==> config.mk <==
export PLATFORM = sky130hd
export DESIGN_NAME = mem_arbiter
export DESIGN_NICKNAME = d
export VERILOG_FILES = /design/src/rtl/cpu_types_pkg.sv /design/src/rtl/mem_arbiter.sv
export SDC_FILE = /design/constraint.sdc
export NUM_CORES = 1
export LEC_CHECK = 0
export BUFFER_PORTS_ARGS = -buffer_cell sky130_fd_sc_hd__buf_2
export CAP_MARGIN = 40
export CORE_AREA = 5 5 100 102
export CTS_BUF_LIST = sky130_fd_sc_hd__clkbuf_4
export DETAILED_ROUTE_END_ITERATION = 8
export DIE_AREA = 0 0 105 107
export SYNTH_ARGS = -nofsm -noshare
export SYNTH_HDL_FRONTEND = slang
export SYNTH_SLANG_ARGS = --single-unit
==> constraint.sdc <==
create_clock -name CLK -period 5 [get_ports CLK]
set_input_delay 1 -clock CLK [delete_from_list [all_inputs] [get_ports CLK]]
set_output_delay 1 -clock CLK [all_outputs]
set_load 0.05 [all_outputs]
==> src/rtl/cpu_types_pkg.sv <==
// Shared CPU-side types: RAM status encoding, arbiter states and the
// error completion word returned by the memory arbiter.
package cpu_types_pkg;

    // RAM status reported back to the arbiter.
    typedef enum logic [1:0] {
        FREE   = 2'd0,
        BUSY   = 2'd1,
        ACCESS = 2'd2,
        ERROR  = 2'd3
    } ramstate_t;

    // Arbiter grant state.
    typedef enum logic [1:0] {
        IDLE = 2'd0,
        IGNT = 2'd1,
        DGNT = 2'd2
    } arb_state_t;

    // Load value returned on a watchdog or RAM error completion.
    localparam logic [31:0] BAD_WORD = 32'hBAD1_BAD1;

endpackage

==> src/rtl/mem_arbiter.sv <==
// Memory arbiter: grants the single-ported RAM to the icache or dcache,
// returns wait/load handshakes, limits icache starvation and aborts
// accesses the RAM never completes.
module mem_arbiter
    import cpu_types_pkg::*;
#(
    parameter int WORD_W     = 32,
    parameter int STARVE_MAX = 4,
    parameter int TIMEOUT    = 15
) (
    input  logic              CLK,
    input  logic              nRST,
    // icache side
    input  logic              iREN,
    input  logic [WORD_W-1:0] iaddr,
    output logic              iwait,
    output logic [WORD_W-1:0] iload,
    // dcache side
    input  logic              dREN,
    input  logic              dWEN,
    input  logic [WORD_W-1:0] daddr,
    input  logic [WORD_W-1:0] dstore,
    output logic              dwait,
    output logic [WORD_W-1:0] dload,
    // RAM side
    output logic              ramREN,
    output logic              ramWEN,
    output logic [WORD_W-1:0] ramaddr,
    output logic [WORD_W-1:0] ramstore,
    input  logic [WORD_W-1:0] ramload,
    input  logic [1:0]        ramstate,
    // status
    output logic              err
);

    localparam int              WD_W       = $clog2(TIMEOUT + 1);
    localparam logic [WD_W-1:0] WD_LIM     = WD_W'(TIMEOUT);
    localparam logic [2:0]      STARVE_LIM = 3'(STARVE_MAX);
    localparam logic [WORD_W-1:0] BAD_LOAD = WORD_W'(BAD_WORD);

    arb_state_t      state, next_state;
    ramstate_t       ram_st;
    logic [2:0]      starve_cnt;
    logic [WD_W-1:0] wd_cnt;
    logic            d_req;
    logic            i_done;
    logic            d_done;
    logic            wd_fail;

    assign ram_st = ramstate_t'(ramstate);
    assign d_req  = dREN | dWEN;

    // Grant state register.
    // NOTE: sequential state uses non-blocking assignments so every flop
    // samples the pre-edge values of the others, regardless of block order.
    always_ff @(posedge CLK or negedge nRST) begin
        if (!nRST) state <= IDLE;
        else       state <= next_state;
    end

    // Next-state decode and combinational RAM/cache handshake outputs.
    // NOTE: every output gets a default before the case statement, so no
    // path leaves a signal unassigned and no latch is inferred.
    always_comb begin
        next_state = state;
        ramREN     = 1'b0;
        ramWEN     = 1'b0;
        ramaddr    = '0;
        ramstore   = '0;
        iwait      = 1'b1;
        dwait      = 1'b1;
        iload      = '0;
        dload      = '0;
        i_done     = 1'b0;
        d_done     = 1'b0;
        wd_fail    = 1'b0;

        case (state)
            IDLE: begin
                if (d_req && (starve_cnt < STARVE_LIM)) next_state = DGNT;
                else if (iREN)                          next_state = IGNT;
            end

            DGNT: begin
                if (!d_req) begin
                    // Requester withdrew: release the RAM without a pulse.
                    next_state = IDLE;
                end else begin
                    ramaddr  = daddr;
                    ramstore = dstore;
                    ramREN   = dREN;
                    ramWEN   = dWEN;
                    if (ram_st == ACCESS) begin
                        dwait      = 1'b0;
                        dload      = ramload;
                        d_done     = 1'b1;
                        next_state = IDLE;
                    end else if ((ram_st == ERROR) || (wd_cnt == WD_LIM)) begin
                        dwait      = 1'b0;
                        dload      = BAD_LOAD;
                        d_done     = 1'b1;
                        wd_fail    = 1'b1;
                        next_state = IDLE;
                    end
                end
            end

            IGNT: begin
                if (!iREN) begin
                    next_state = IDLE;
                end else begin
                    ramaddr = iaddr;
                    ramREN  = 1'b1;
                    if (ram_st == ACCESS) begin
                        iwait      = 1'b0;
                        iload      = ramload;
                        i_done     = 1'b1;
                        next_state = IDLE;
                    end else if ((ram_st == ERROR) || (wd_cnt == WD_LIM)) begin
                        iwait      = 1'b0;
                        iload      = BAD_LOAD;
                        i_done     = 1'b1;
                        wd_fail    = 1'b1;
                        next_state = IDLE;
                    end
                end
            end

            default: next_state = IDLE;
        endcase
    end

    // Watchdog: counts granted cycles the RAM has not answered; held at
    // zero in IDLE so every grant starts from a clean count.
    always_ff @(posedge CLK or negedge nRST) begin
        if (!nRST) begin
            wd_cnt <= '0;
        end else if (state == IDLE) begin
            wd_cnt <= '0;
        end else if ((ram_st != ACCESS) && (wd_cnt != WD_LIM)) begin
            wd_cnt <= wd_cnt + 1'b1;
        end
    end

    // Starvation counter: data completions while the icache waits push it
    // up to the limit; an icache completion or an idle icache clears it.
    always_ff @(posedge CLK or negedge nRST) begin
        if (!nRST) begin
            starve_cnt <= '0;
        end else if (i_done) begin
            starve_cnt <= '0;
        end else if (d_done && iREN) begin
            if (starve_cnt != STARVE_LIM) starve_cnt <= starve_cnt + 3'd1;
        end else if ((state == IDLE) && !iREN) begin
            starve_cnt <= '0;
        end
    end

    // Sticky error flag, set by any watchdog or RAM error completion.
    always_ff @(posedge CLK or negedge nRST) begin
        if (!nRST)        err <= 1'b0;
        else if (wd_fail) err <= 1'b1;
    end

endmodule

# ---- After elaboration in Yosys (flattened, before gate mapping)
# Index checks and enable logic that the tools add are counted.
dict set report word_totals {
  regBits 10
  out_inout_bits 133
  inputBits 135
}
dict set report classes {
  mux 45
  n_addsub 2
  bitwise 1
  reduce_logical 10
  n_lt_le_gt_ge 1
  eq_ne 10
}
# operator n
set op_table {}
lappend op_table {{2-to-1 mux 32 bit} 10}
lappend op_table {{case mux 32 bit (2 select lines)} 1}
lappend op_table {{2-to-1 mux 1 bit} 19}
lappend op_table {{2-to-1 mux 2 bit} 6}
lappend op_table {{2-to-1 mux 3 bit} 4}
lappend op_table {{2-to-1 mux 4 bit} 2}
lappend op_table {{== test 2 bit, second input constant} 3}
lappend op_table {{!= test 3 bit, second input constant} 2}
lappend op_table {{case mux 2 bit (3 select lines)} 1}
lappend op_table {{adder 4 x 1 -> 4 bit, second input constant} 1}
lappend op_table {{== test 4 bit, second input constant} 1}
lappend op_table {{logical AND 1 bit} 4}
lappend op_table {{!= test 4 bit, second input constant} 1}
lappend op_table {{case mux 1 bit (2 select lines)} 2}
lappend op_table {{adder 3 x 1 -> 3 bit, second input constant} 1}
lappend op_table {{less-than comparator 3 bit, second input constant} 1}
lappend op_table {{!= test 3 x 2 -> 1 bit, second input constant} 1}
lappend op_table {{nonzero test 3 bit} 1}
lappend op_table {{== test 2 x 1 -> 1 bit, second input constant} 1}
lappend op_table {{logical NOT 2 bit} 1}
lappend op_table {{!= test 2 bit, second input constant} 1}
lappend op_table {{AND reduction 2 bit} 1}
lappend op_table {{nonzero test 2 bit} 1}
lappend op_table {{logical NOT 1 bit} 1}
lappend op_table {{other kinds (2)} 2}

# ---- Logic depth before layout (Yosys ltp)
# Gate-level depths: netlist of run 1.
dict set report depth {
  depth_word 9
  ltp_mapped 7
  mapped_depth_nobuf 6
}

# ---- Least setup slack after synthesis of run 1
# OpenSTA, ideal clock, no wires.
dict set report synth_path {
  path_kind {input to output}
  start {input port dWEN}
  end {output port dload[15]}
  path_buffers 2
  arrival_time_ps 2299
  stages 5
  slack_ps 1701
  required_time_ps 4000
  cell_sequence {o21a_1 -> buf_6 -> nand2_2 -> buf_2 -> nor2_1}
}
dict set report synth_via {
  elab_chain_cells 3
}
# element line_no
set synth_lines {}
lappend synth_lines {{from (decl)} mem_arbiter.sv:20} ;# input logic dWEN,
lappend synth_lines {{bitwise OR 1 bit} mem_arbiter.sv:51} ;# assign d_req = dREN | dWEN;
lappend synth_lines {{2-to-1 mux 32 bit} mem_arbiter.sv:85} ;# if (!d_req) begin
lappend synth_lines {{2-to-1 mux 32 bit} mem_arbiter.sv:78} ;# case (state)
lappend synth_lines {{to (decl)} mem_arbiter.sv:24} ;# output logic [WORD_W-1:0] dload,
# Every way passes these cells.

# ---- Final worst setup path of run 1
dict set report layout_path {
  start {input port dWEN}
  end {output port dload[29]}
}
# Same word-level chain as after synthesis.

==> metrics, run 1 <==
initial cell density of the core 20.5%; die width 105 microns; worst path cell trace buf_2 -> o21a_2 -> nand2_2 -> nor2_1 -> buf_2; slowest stage cell on the critical path o21a_2; final hold vios 0; clk buf depth 2; Crit. End Element output port; CTS tree built; hold_buf cts 0; Avg WL per Cell 15.0 microns; Nets 669; die area 0.0112 sq mm; clock-pin slew on the worst setup and hold paths 0.07 ns; initial antenna violation count 0; Total Wirelength 9550 microns; Fmax achieved 277 MHz; Crit Path Category in2out; delay-heaviest family, CP compound AO/OA/AOI/OAI gates; Worst path max stage delay 0.61 ns; Root Buffer clkbuf_4; startpoint types input port; Total Neg Setup Slack 0 ns; FF-to-FF path depth 7; first-pass GRT wire length 14100 microns; register area 250 sq um; # rows 35; core area 0.00902 sq mm; MaxCap Viol Count 0; DR DRC count 0; Routed Antenna Nets 0; Crit path depth 5; max-slew violation count 0; clk sink count 10; R2R Setup Slk 2.70 ns; initial detailed-routing violation count 204; Worst-Margin Slew 0.860 ns; Tcrit/Tclk final 72.2%; Die Span Y 107 microns; layout cells sized above 1 53.4%; cell area power density 441 mW/mm^2; Yosys cell types 36; Min Clock Period, post-route 3.61 ns; Via Count 2847; fill cell count 980; syn avg cell area 6.76 sq um; input/output buffers 267; post-placement cell area 0.00323 sq mm; Max H-tree Level 1; DR vias/cell 4.47; vias in the first global route 2669; Critical Path RT 4.00 ns; Yosys reg bits 10; Inserted Clock Buffers 3; hold path depth 1; Initial DRT Pass Iterations 4; total gr overflow 0; post-route cell area 0.00326 sq mm; syn_nets 416; Setup violations, final 0; RSZ-0062 raised after global routing false; Total Power 1.44 mW; register area share after synthesis 13.5%; antenna cells 0; Slew headroom 42.6%; postcts setup bufs 0; # resized after CTS 0; Final GP Congestion 0.865; Synth Instances 274; status finished clean; area occupied by multi-input gates 0.00146 sq mm; Layout Area Growth over Synthesis 76.1%; leak pwr 2.08 nW; Top cell by count, worst path buf_2; worst-skew pair later-pin latency 0.26 ns; dpl hpwl 7990 microns; I/O pin count 268; worst vdd ir 0.263 mV; Worst Path Arrival 2.61 ns; Ys Warns 0; crit path max fanout 40; Max Clock Skew 0.00162 ns; largest net degree at the start of global routing 48; mapped cell area 0.00185 sq mm; Buf/Inv on CP 2; Global Route Usage Sum 14.9%; Hold Path Class reg2reg
-- path summary, 6_finish.rpt --
| kind | start | to |
|---|---|---|
| max in group asynchronous | nRST | wd_cnt[2] |
| hold / removal | err | err |
| min in group asynchronous | nRST | state[1] |
| setup reg to reg | state[0] | starve_cnt[0] |
| setup / recovery | dWEN | dload[29] |
| hold reg to reg | err | err |
-- cells in the final DEF (no fill, tap or decap) --
cell type	count
clkbuf_4	3
or3b_1	1
a31o_4	1
o21ai_0	4
or3_1	1
buf_2	267
nor2b_1	36
a21o_1	1
ha_1	7
o311ai_0	1
a211oi_1	1
nand3_1	3
nor2_1	58
nand2_2	1
nand2_1	7
o31ai_1	1
nand2b_1	1
a21bo_2	1
a22o_1	2
dfrtp_1	10
a22oi_1	32
buf_4	5
a31oi_4	1
inv_1	4
and4b_1	2
nand2_4	1
o21a_2	1
xor2_1	2
mux2i_1	1
a41o_1	1
a21oi_1	3
and2_1	34
a21boi_0	1
and3_1	29
clkinv_1	1
nor3_1	1
-- cell usage after synthesis (all sizes together) --
master | instances | area share [%]
o21a | 1 | 0.41
o31ai | 1 | 0.41
buf | 12 | 4.7
a22oi | 32 | 13
inv | 4 | 0.81
a31oi | 1 | 1.1
a22o | 2 | 0.95
o21ai | 4 | 1.1
mux2i | 1 | 0.54
nor3 | 1 | 0.27
a21o | 1 | 0.41
nor2 | 58 | 12
xor2 | 2 | 0.95
and3 | 29 | 9.8
nand2 | 9 | 2.4
or3b | 1 | 0.47
ha | 7 | 4.7
a211oi | 1 | 0.41
nor2b | 36 | 12
and4b | 2 | 1.1
a21bo | 1 | 0.54
nand2b | 1 | 0.34
and2 | 34 | 11
dfrtp | 10 | 14
nand3 | 3 | 0.81
a41o | 1 | 0.54
a21boi | 1 | 0.41
or3 | 1 | 0.34
clkbuf | 12 | 2.4
a31o | 1 | 0.95
o311ai | 1 | 0.47
a21oi | 3 | 0.81
-- routing by layer --
metal / track usage [%] / up-vias / part of all wire (%)
li1: - / 1441 / -
met3: 2.41 / 6 / 6.6
met1: 19.5 / 1283 / 41
met2: 26.2 / 117 / 52
met4: 2.01 / 0 / 0.72
met5: 0 / - / 0
-- registers in the layout, summed over array words and instances, names as in the netlist --
| signal | count |
|---|---|
| wd_cnt | 4 |
| starve_cnt | 3 |
| state | 2 |
| err | 1 |
-- through the flow --
stage	cells	hold WS [ns]	setup slack, ns	util (%)
after global placement	633	0.452	1.45	35.9
after CTS	637	0.483	1.38	36.1
after floorplan	274	0.517	1.70	-
after global routing	637	0.508	1.19	36.1
after detailed placement	633	0.458	1.39	35.9
final	637	0.471	1.39	36.1
-- where the power goes --
group / total [mW] / internal [mW] / switching [mW]
registers: 0.119 / 0.0998 / 0.0191
logic: 1.26 / 0.345 / 0.914
clock network: 0.0597 / 0.0288 / 0.0309
-- cell type report --
cell class,instances,area share (%)
clock buffer,3,0.691
sequential,10,7.67
inverter,4,0.460
clock inverter,1,0.115
tap,111,4.26
multi-input combinational,236,44.7
timing repair buffer,272,42.1
-- logic make-up after synthesis --
| group | after synthesis | share of synthesized area, % |
|---|---|---|
| adder cells (fa/ha/maj) | 7 | 4.73 |
| multiplexers | 1 | 0.541 |
| buffers and inverters | 28 | 7.90 |
| flip-flops | 10 | 13.5 |
| AO/OA/AOI/OAI | 51 | 21.5 |
| AND/OR/NAND/NOR | 175 | 50.9 |
| XOR/XNOR | 2 | 0.946 |
(Power assumes the default switching activity.)
==> inputs of run 2 (changes only) <==
- ABC_AREA: not set -> 1
- CORE_AREA: 5 5 100 102 -> 5 5 101 103
- DIE_AREA: 0 0 105 107 -> 0 0 106 108
- clock period: 5 -> 3.32 ns (I/O delays scaled with it)
==> run 2 against run 1 <==
  * Wire length grew 2.6%
  * Core utilization decreased by 0.25 points
  * Sequential share of layout area about the same
  * Sequential cell count unchanged
  * Sequential power up 47%
  * Setup slack lost 0.91 ns
  * Synthesized cell count rose by 36%
  * Clock-buffer cell count stayed put
  * Critical path depth increased by 2
  * Critical path type is now reg2out
  * Critical endpoint is now dload[26]
  * Largest power group unchanged
  * Highest routed layer unchanged
==> metrics, run 2 <==
DR vias/cell 4.28 (was 4.47); post-route non-filler standard cell count 737 (was 637); clk buf depth 2 (unchanged); Slew headroom 52.8% (was 42.6%); Tcrit/Tclk final 85.5%; die area 0.0114 sq mm (was 0.0112 sq mm); Post-synth ARST share 100% (unchanged); Synth Instances 374 (was 274); Fin Hold WS 0.244 ns (was 0.471 ns); vias in the first global route 2930 (was 2669); RSZ-0062 raised after global routing false (unchanged); die width 106 microns (was 105 microns); worst vdd ir 0.506 mV (was 0.263 mV); total gr overflow 0 (unchanged); status finished clean (unchanged); I/O pin count 268 (unchanged); top-count cell post-synth nor2_1 (unchanged); Inserted Clock Buffers 3 (unchanged); max-slew violation count 0 (unchanged); Final GP Congestion 0.915 (was 0.865); Fmax achieved 352 MHz; R2R Path Start state[1] (was state[0]); hold_buf cts 0 (unchanged); Post-synth EDFFs 0 (unchanged); core area 0.00911 sq mm (was 0.00902 sq mm); mapped cell area 0.00186 sq mm (was 0.00185 sq mm); input/output buffers 267 (unchanged); CTS tree built (unchanged); Total Neg Setup Slack 0 ns (unchanged); postcts setup bufs 0 (unchanged); Root Buffer clkbuf_4 (unchanged); Critical Path RT 2.66 ns (was 4.00 ns); syn avg cell area 4.96 sq um (was 6.76 sq um); slowest stage cell on the critical path inv_2 (was o21a_2); initial cell density of the core 20.4% (was 20.5%); initial antenna violation count 0 (unchanged); Routed Antenna Nets 0 (unchanged); Worst Path Arrival 2.18 ns (was 2.61 ns); commonest non-fill, non-tap cell in the layout buf_2 (unchanged); first-pass GRT wire length 14600 microns (was 14100 microns); Hold Path Class in2async (was reg2reg); cell taking the most area after synthesis nor2_1 (was dfrtp_1); crit path max fanout 46 (was 40); Crit. End Element output port (unchanged); Total Wirelength 9800 microns (was 9550 microns); syn_nets 516 (was 416); dpl hpwl 8150 microns (was 7990 microns); delay-heaviest family, CP buffers and inverters (was compound AO/OA/AOI/OAI gates); Die Span Y 108 microns (was 107 microns); Largest register FFs 4 (unchanged); register area share after synthesis 13.5% (about the same); Via Count 3154 (was 2847); predominant post-synthesis flop cell dfrtp_1 (unchanged); fin util 35.9% (was 36.1%); Top cell by count, worst path nand2_1 (was buf_2); Global Route Usage Sum 15.5% (was 14.9%); layout cells sized above 1 46.2% (was 53.4%); placed cells 734 (was 633); Max Clock Skew 0.000623 ns (was 0.00162 ns); share of the synthesized area in the top cell type 23.9% (was 13.5%); clock-pin slew on the worst setup and hold paths 0.06 ns (was 0.07 ns); leak pwr 2.21 nW (was 2.08 nW); Avg WL per Cell 13.3 microns (was 15.0 microns); initial detailed-routing violation count 298 (was 204); top cells by area, synth nor2_1 24%, nand2_1 21%, dfrtp_1 13% (was dfrtp_1 14%, a22oi_1 13%, nor2b_1 12%); Commonest cells post-synth 118 x nor2_1, 103 x nand2_1, 46 x inv_1 (was 58 x nor2_1, 36 x nor2b_1, 34 x and2_1); Worst-Margin Slew 0.707 ns (was 0.860 ns); Ys Warns 0 (unchanged); Largest Register wd_cnt (unchanged); Crit Path Category reg2out (was in2out); biggest regs wd_cnt x4, starve_cnt x3, state x2 (unchanged); antenna cells 0 (unchanged); Max H-tree Level 1 (unchanged); Layout Area Growth over Synthesis 76.1% (about the same); # resized after CTS 0 (unchanged); Min Clock Period, post-route 2.84 ns; largest net degree at the start of global routing 47 (was 48); Nets 770 (was 669); Worst path max stage delay 0.57 ns (was 0.61 ns); Total Power 2.24 mW (was 1.44 mW); startpoint types flip-flop (was input port); worst-skew pair later-pin latency 0.27 ns (was 0.26 ns); final hold vios 0 (unchanged); # rows 35 (unchanged); Setup violations, final 0 (unchanged); Yosys cell types 23 (was 36); cell area power density 685 mW/mm^2 (was 441 mW/mm^2); DR DRC count 0 (unchanged); MaxCap Viol Count 0 (unchanged); Buf/Inv on CP 3 (was 2); commonest non-fill, non-tap cells in the layout 266 x buf_2, 118 x nor2_1, 103 x nand2_1 (was 267 x buf_2, 58 x nor2_1, 36 x nor2b_1); clk sink count 10 (unchanged); crit path from state[0] (was dWEN); Yosys reg bits 10 (unchanged); worst path cell trace inv_1 -> ha_1 -> nand2_1 -> nand2_1 -> inv_2 -> nor2_1 -> buf_2 (was buf_2 -> o21a_2 -> nand2_2 -> nor2_1 -> buf_2); Initial DRT Pass Iterations 5 (was 4)
==> run 2: changes by cell type in the layout (fill, tap and decap cells not counted), moves of 4 or more <==
| cell | change |
|---|---|
| nand2_1 | +96 |
| and2_1 | -34 |
| nor2_2 | +9 |
| nor2_1 | +60 |
| nor2b_1 | -36 |
| nand3_1 | +4 |
| a21oi_1 | +33 |
| inv_1 | +42 |
| a22oi_1 | -32 |
| nand4_1 | +4 |
| and3_1 | -29 |
==> run 2: cell type report <==
| cell class | instances | area [sq um] |
|---|---|---|
| Clock buffer | 3 | 22.5 |
| Timing Repair Buffer | 270 | 1370 |
| Fill cell | 1018 | 5840 |
| Inverter | 49 | 189 |
| Tap cell | 111 | 139 |
| Sequential cell | 10 | 250 |
| Multi-Input combinational cell | 294 | 1290 |
==> run 2: path summary, 6_finish.rpt <==
path,end,slack [ns],cells past startpoint
max,dload[26],0.48,7
min reg2reg,err,0.48,1
max reg2reg,starve_cnt[1],1.52,8
min,state[1],0.24,1
min in group CLK,err,0.48,1
max in group asynchronous,starve_cnt[1],2.89,1
==> run 2: where the power goes <==
group / leakage, nW / switching (mW) / total (mW) / internal, mW
Sequential: 0.129 / 0.0250 / 0.175 / 0.150
Combinational: 2.06 / 1.57 / 1.98 / 0.408
Clock: 0.0138 / 0.0411 / 0.0830 / 0.0419
==> run 2: routing by layer <==
metal  global-route usage, %  vias to the layer above  wire, microns
met5                       0                        -              0
met3                    2.51                        9            731
li1                        -                     1622              -
met2                    28.6                      160           5000
met4                    2.78                        0             99
met1                    19.3                     1363           3970
==> run 2: stage by stage <==
step	worst slack (ns)	instance area, sq um
floorplan	0.704	1860
global placement	0.714	3250
detailed placement	0.672	3250
CTS	0.491	3270
global route	0.273	3270
finish	0.480	3270
==> run 2: worst register-to-register path: cells and delay by family, from the launching register on <==
family / cells / cell delay [ns]
flops: 1 / 0.39
compound gates: 1 / 0.33
simple gates: 4 / 0.50
fa+ha+maj: 1 / 0.23
buf+inv: 2 / 0.26
==> run 2: cell families (layout without fill, tap and decap cells) <==
group                      count (synthesis)  count (layout)  share of synthesized area [%]
and+or+nand+nor                          245             245                           53.1
adders and majority gates                  7               7                           4.72
xor gates and xnor gates                   2               2                          0.944
AOI/OAI and AO/OA                         40              40                           11.0
DFF                                       10              10                           13.5
buffers and inverters                     70             322                           16.8
